===== config.mk =====
export PLATFORM = sky130hd
export DESIGN_NAME = conv_unit
export DESIGN_NICKNAME = d
export VERILOG_FILES = /design/src/rtl/conv_unit.sv
export SDC_FILE = /design/constraint.sdc
export NUM_CORES = 2
export LEC_CHECK = 0
export CELL_PAD_IN_SITES_DETAIL_PLACEMENT = 1
export CELL_PAD_IN_SITES_GLOBAL_PLACEMENT = 1
export CORE_AREA = 3 3 519 521
export DETAILED_ROUTE_END_ITERATION = 8
export DIE_AREA = 0 0 522 524
export HOLD_SLACK_MARGIN = 0.05
export PLACE_DENSITY_LB_ADDON = 0.1
export REMOVE_ABC_BUFFERS = 1
export SYNTH_ARGS = -nofsm -noshare
export SYNTH_HDL_FRONTEND = slang
export SYNTH_SLANG_ARGS = --single-unit

===== constraint.sdc =====
create_clock -name clk -period 23.8 [get_ports clk]
set_clock_uncertainty 0.05 [all_clocks]
set_input_delay 4.76 -clock clk [delete_from_list [all_inputs] [get_ports clk]]
set_output_delay 4.76 -clock clk [all_outputs]
set_load 0.01 [all_outputs]

===== src/rtl/conv_unit.sv =====
// Streaming LEN-tap 1-D convolution with valid/ready on both sides.
// Define CONV_COMB_MUL_EN to swap the shift-add multipliers for combinational ones.
module conv_unit #(
   parameter int LEN   = 4,
   parameter int WIDTH = 64
) (
   input  logic                   clk,
   input  logic                   rst,
   input  logic [WIDTH-1:0]       in_data,
   input  logic [LEN*WIDTH-1:0]   kernel,
   input  logic                   in_valid,
   output logic                   in_ready,
   output logic [2*WIDTH-1:0]     result,
   output logic                   out_valid,
   input  logic                   out_ready
);

`ifdef CONV_COMB_MUL_EN
   localparam int MUL_CYCLES = 1;
`else
   localparam int MUL_CYCLES = WIDTH;
`endif
   localparam int                CNT_W    = $clog2(MUL_CYCLES + 1);
   localparam logic [CNT_W-1:0]  LAST_CNT = CNT_W'(MUL_CYCLES);

   typedef enum logic [1:0] {IDLE, BUSY, DONE} state_t;

   state_t               state_q, state_d;
   logic [WIDTH-1:0]     win_q    [LEN];
   logic [WIDTH-1:0]     mplier_q [LEN];
   logic [2*WIDTH-1:0]   mcand_q  [LEN];
   logic [2*WIDTH-1:0]   acc_q    [LEN];
   logic [CNT_W-1:0]     cnt_q;
   logic [2*WIDTH-1:0]   result_q;
   logic [2*WIDTH-1:0]   sum;
   logic                 accept;

   assign accept = in_valid & in_ready;
   assign result = result_q;

   // NOTE: sequential state uses <= so every register samples pre-edge values.
   always_ff @(posedge clk) begin
      if (rst) state_q <= IDLE;
      else     state_q <= state_d;
   end

   // NOTE: default assignment first so no path leaves state_d unassigned (no latch).
   always_comb begin
      state_d = state_q;
      case (state_q)
         IDLE:    if (in_valid) state_d = BUSY;
         BUSY:    if (cnt_q == LAST_CNT) state_d = DONE;
         DONE:    if (out_ready) state_d = IDLE;
         default: state_d = IDLE;
      endcase
   end

   always_comb begin
      in_ready  = (state_q == IDLE);
      out_valid = (state_q == DONE);
   end

   // Products are 2*WIDTH wide; the adder tree wraps naturally at 2*WIDTH bits.
   always_comb begin
      sum = '0;
      for (int i = 0; i < LEN; i++) sum = sum + acc_q[i];
   end

   // NOTE: window and multiplier arrays are reset explicitly so a reset mid-run clears stale samples.
   always_ff @(posedge clk) begin
      if (rst) begin
         cnt_q    <= '0;
         result_q <= '0;
         for (int i = 0; i < LEN; i++) begin
            win_q[i]    <= '0;
            mplier_q[i] <= '0;
            mcand_q[i]  <= '0;
            acc_q[i]    <= '0;
         end
      end else if (accept) begin
         cnt_q       <= '0;
         win_q[0]    <= in_data;
         mcand_q[0]  <= (2*WIDTH)'(in_data);
         for (int i = 1; i < LEN; i++) begin
            win_q[i]   <= win_q[i-1];
            mcand_q[i] <= (2*WIDTH)'(win_q[i-1]);
         end
         // The multiplier operand registers double as the latched kernel copy.
         for (int i = 0; i < LEN; i++) begin
            mplier_q[i] <= kernel[i*WIDTH +: WIDTH];
            acc_q[i]    <= '0;
         end
      end else if (state_q == BUSY) begin
         if (cnt_q != LAST_CNT) begin
            cnt_q <= cnt_q + CNT_W'(1);
            for (int i = 0; i < LEN; i++) begin
`ifdef CONV_COMB_MUL_EN
               acc_q[i] <= mcand_q[i] * (2*WIDTH)'(mplier_q[i]);
`else
               if (mplier_q[i][0]) acc_q[i] <= acc_q[i] + mcand_q[i];
               mcand_q[i]  <= mcand_q[i] << 1;
               mplier_q[i] <= mplier_q[i] >> 1;
`endif
            end
         end else begin
            result_q <= sum;
         end
      end
   end

endmodule


==> results.md <==
- Status: finished with violations
- Failing checks: capacitance limit
- ANT nets after route: 0
- Port Buffers: 453
- Routed wire per std cell: 27.5 um
- RR Startpoint: mcand_q[3][24]
- Post-Synthesis Cells: 11200
- Hold path depth: 2
- Die area: 274000 um2
- Layout cell share with drive strength beyond 1: 0.0445
- Root Buffer: clkbuf_16
- Final TNS setup: 0 ps
- Synthesized area per cell: 9.44 um2
- Rel. slew slack: 0.00148
- Syn. warnings: 0
- CTS Buf Count: 199
- Number of global-route vias before repair: 90300
- First-pass GRT wire length: 608000 um
- Grt peak-use layer: met2
- Initial drt markers: 7802
- VDD IR max: 0.0537 mV
- Crit-path cells: buf_4 -> inv_8 -> and3_4 -> buf_4 -> buf_4 -> buf_4 -> buf_4 -> and2_1 -> a21o_1
- M1 GR Usage: 0.414
- Fillers: 29700
- Final worst slack: 14520 ps
- Endpoints failing setup: 0
- H-tree depth: 4
- Fmax: 108 MHz
- Post_cts resized: 0
- Floorplan Core Area: 265000 um2
- Fin. max-slew vios: 0
- Num ports: 454
- Worst hold endpoint: result[27]
- Crit-path most repeated cell: buf_4
- Final period util: 0.390
- All-layer global routing usage: 0.295
- Final min period: 9280 ps
- Max-Cap Viols: 2
- Initial antenna violation count: 16
- Cells on worst reg2reg path: 16
- Top_reg_cell synth: edfxtp_1
- Worst R2R End: acc_q[3][119]
- Number of enable flip-flop cells after synthesis: 1276
- Clock sinks: 1609
- Post-CTS setup buffers: 0
- Gp weighted congestion: 0.995
- Final Core Density: 0.452
- Post-Syn Area: 106000 um2
- Maximum root-to-sink buffer count: 4
- Grt ovf: 0
- Worst setup SP type: primary input
- DRT Wirelength: 414000 um
- Worst endpoint required time: 24510 ps
- Final Hold Viols: 0
- Die Height: 524 um
- Hold path startpoint: result[27]
- Hold Buf Count CTS: 0
- Number of distinct library cells after synthesis: 102
- Pin count of the biggest net entering global routing: 240
- Leakage: 49.1 nW
- RSZ-0062 raised after global routing: no
- Post-place setup slack: 13600 ps
- TritonCTS clock tree: done
- Row count: 189
- Slew @ Worst Pin: 1460 ps
- Drt first pass iters: 5
- Worst Setup End Kind: flip-flop
- DP HPWL: 326000 um
- Vias/cell: 5.85
- Seq/Total Area, Yosys: 0.425
- Met3 GRT Util: 0.0490
- Slowest cell delay on critical path: 970 ps
- Worst Hold Class: flip-flop to flip-flop
- Initial Util: 0.399
- Nets@finish: 12600
- Worst Path Arrival: 9990 ps
- Via count: 88200
- Pwr/cell area: 76.4 nW/um2
- Fraction of registers with async set/reset: 0
- DRC Markers: 0
- Latest clock arrival within the worst-skew pair: 900 ps
- Layout area overhead: 13.3%
- CP max-delay cell: buf_4
- CP max FO: 113
- Die width: 522 um
- Synthesized flop and latch total: 1609
- Met2 Track Usage GR: 0.459
- Clk slew on worst S/H paths: 60 ps
- R2R setup slack: 16280 ps
- Setup CP Type: primary input to flip-flop
==> through the flow <==
step | instance area [um2] | instances | hold WS, ps | power [mW]
6_report | 120000 | 15100 | 398 | 9.17
5_1_grt | 120000 | 15100 | 415 | 9.57
4_1_cts | 120000 | 15100 | 403 | 9.20
3_3_place_gp | 113000 | 14700 | 389 | 6.01
3_5_place_dp | 113000 | 14700 | 395 | 6.04
2_1_floorplan | 104000 | 10600 | 399 | 5.11
==> worst max-delay path, delay by kind of cell <==
family          cells  cell delay, ps
buf+inv             6            3760
simple gates        2             980
compound gates      1              90
==> how the worst max path moves through the flow <==
stage / startpoint / endpoint / slack (ps) / depth (start not counted)
final: rst / mcand_q[0][53] / 14520 / 9
after global routing: rst / mcand_q[0][56] / 14210 / 9
after CTS: rst / mcand_q[0][44] / 14560 / 9
after detailed placement: rst / mcand_q[0][58] / 13600 / 9
after global placement: rst / mcand_q[0][58] / 13690 / 9
after floorplan: rst / acc_q[3][0] / -10370 / 3
==> kinds of logic (layout without fill, tap and decap cells) <==
group / after synthesis / count (layout) / synth area share
DFF: 1609 / 1609 / 0.425
xor gates and xnor gates: 606 / 606 / 0.0501
and+or+nand+nor: 3276 / 3276 / 0.145
adders and majority gates: 895 / 895 / 0.124
muxes: 3 / 3 / 0.000284
other: 0 / 5 / 0
buffers and inverters: 1487 / 1811 / 0.0541
AOI/OAI and AO/OA: 3339 / 3339 / 0.201
==> final cells by class <==
cell class / instances / area (um2) / share of cell area
Tap cell: 3533 / 4420 / 0.0369
Clock buffer: 261 / 5570 / 0.0465
Inverter: 913 / 3440 / 0.0287
Antenna cell: 5 / 12.5 / 0.000104
Timing Repair Buffer: 533 / 5180 / 0.0432
Clock inverter: 104 / 998 / 0.00832
Sequential cell: 1609 / 45000 / 0.375
Multi-Input combinational cell: 8119 / 55300 / 0.461
==> cells in the mapped netlist, drive strengths merged, types with 83 or more instances <==
cell type / number / area [um2]
clkbuf: 546 / 2160
nor3: 131 / 656
a21oi: 1210 / 6080
inv: 913 / 3430
and2: 221 / 1390
o21a: 83 / 623
nand2: 997 / 3750
nand4: 279 / 1750
a21o: 463 / 3480
nor2: 927 / 3480
xnor2: 383 / 3350
ha: 637 / 7970
o21bai: 190 / 1430
dfxtp: 333 / 6670
xor2: 223 / 1950
edfxtp: 1276 / 38300
and3: 223 / 1400
nand3: 198 / 991
o21ai: 613 / 3090
fa: 258 / 5160
a22o: 361 / 3160
==> state kept, by name, indices dropped and copies added (netlist names) <==
signal	count
acc_q	512
mplier_q	256
result	128
state_q	2
mcand_q	512
win_q	192
cnt_q	7
==> layout by cell type, fill, tap and decap left out, types with 34 or more instances in the layout <==
cell type | Yosys | layout
o21ai_0 | 584 | 583
o211ai_1 | 34 | 34
nand4_1 | 279 | 279
ha_1 | 637 | 637
xor2_1 | 223 | 223
nand3_1 | 198 | 198
clkdlybuf4s50_1 | 0 | 452
nand2b_1 | 75 | 75
nor3_1 | 131 | 130
clkbuf_1 | 531 | 34
a21oi_1 | 1206 | 1206
dfxtp_1 | 333 | 333
nand2_1 | 995 | 983
buf_4 | 3 | 77
o21a_1 | 83 | 83
a211oi_1 | 38 | 38
a22o_1 | 360 | 360
or3_1 | 36 | 36
edfxtp_1 | 1276 | 1276
o31ai_1 | 36 | 36
nor4_1 | 41 | 41
fa_1 | 258 | 258
a21o_1 | 460 | 460
inv_1 | 911 | 910
nor2b_1 | 71 | 71
and2_1 | 217 | 217
clkbuf_16 | 0 | 207
and3_1 | 223 | 221
nor2_1 | 927 | 921
clkinv_2 | 0 | 41
a31oi_1 | 73 | 73
o21bai_1 | 189 | 189
xnor2_1 | 383 | 383
==> routing by layer <==
layer	vias up	part of all wire	routed length (um)
li1	40500	-	-
met1	44500	0.45	188000
met2	2590	0.44	183000
met3	549	0.066	27400
met4	12	0.039	15900
met5	-	0.00020	81
==> report_power, final <==
group          internal (mW)  switching, mW  total (mW)  leakage (nW)
clock network           1.81           1.31        3.13          3.23
logic                  0.831           1.71        2.54          29.4
registers               3.32          0.183        3.50          16.4
total                   5.96           3.21        9.17          49.1
Note: power is estimated with default switching activity, not from simulation.
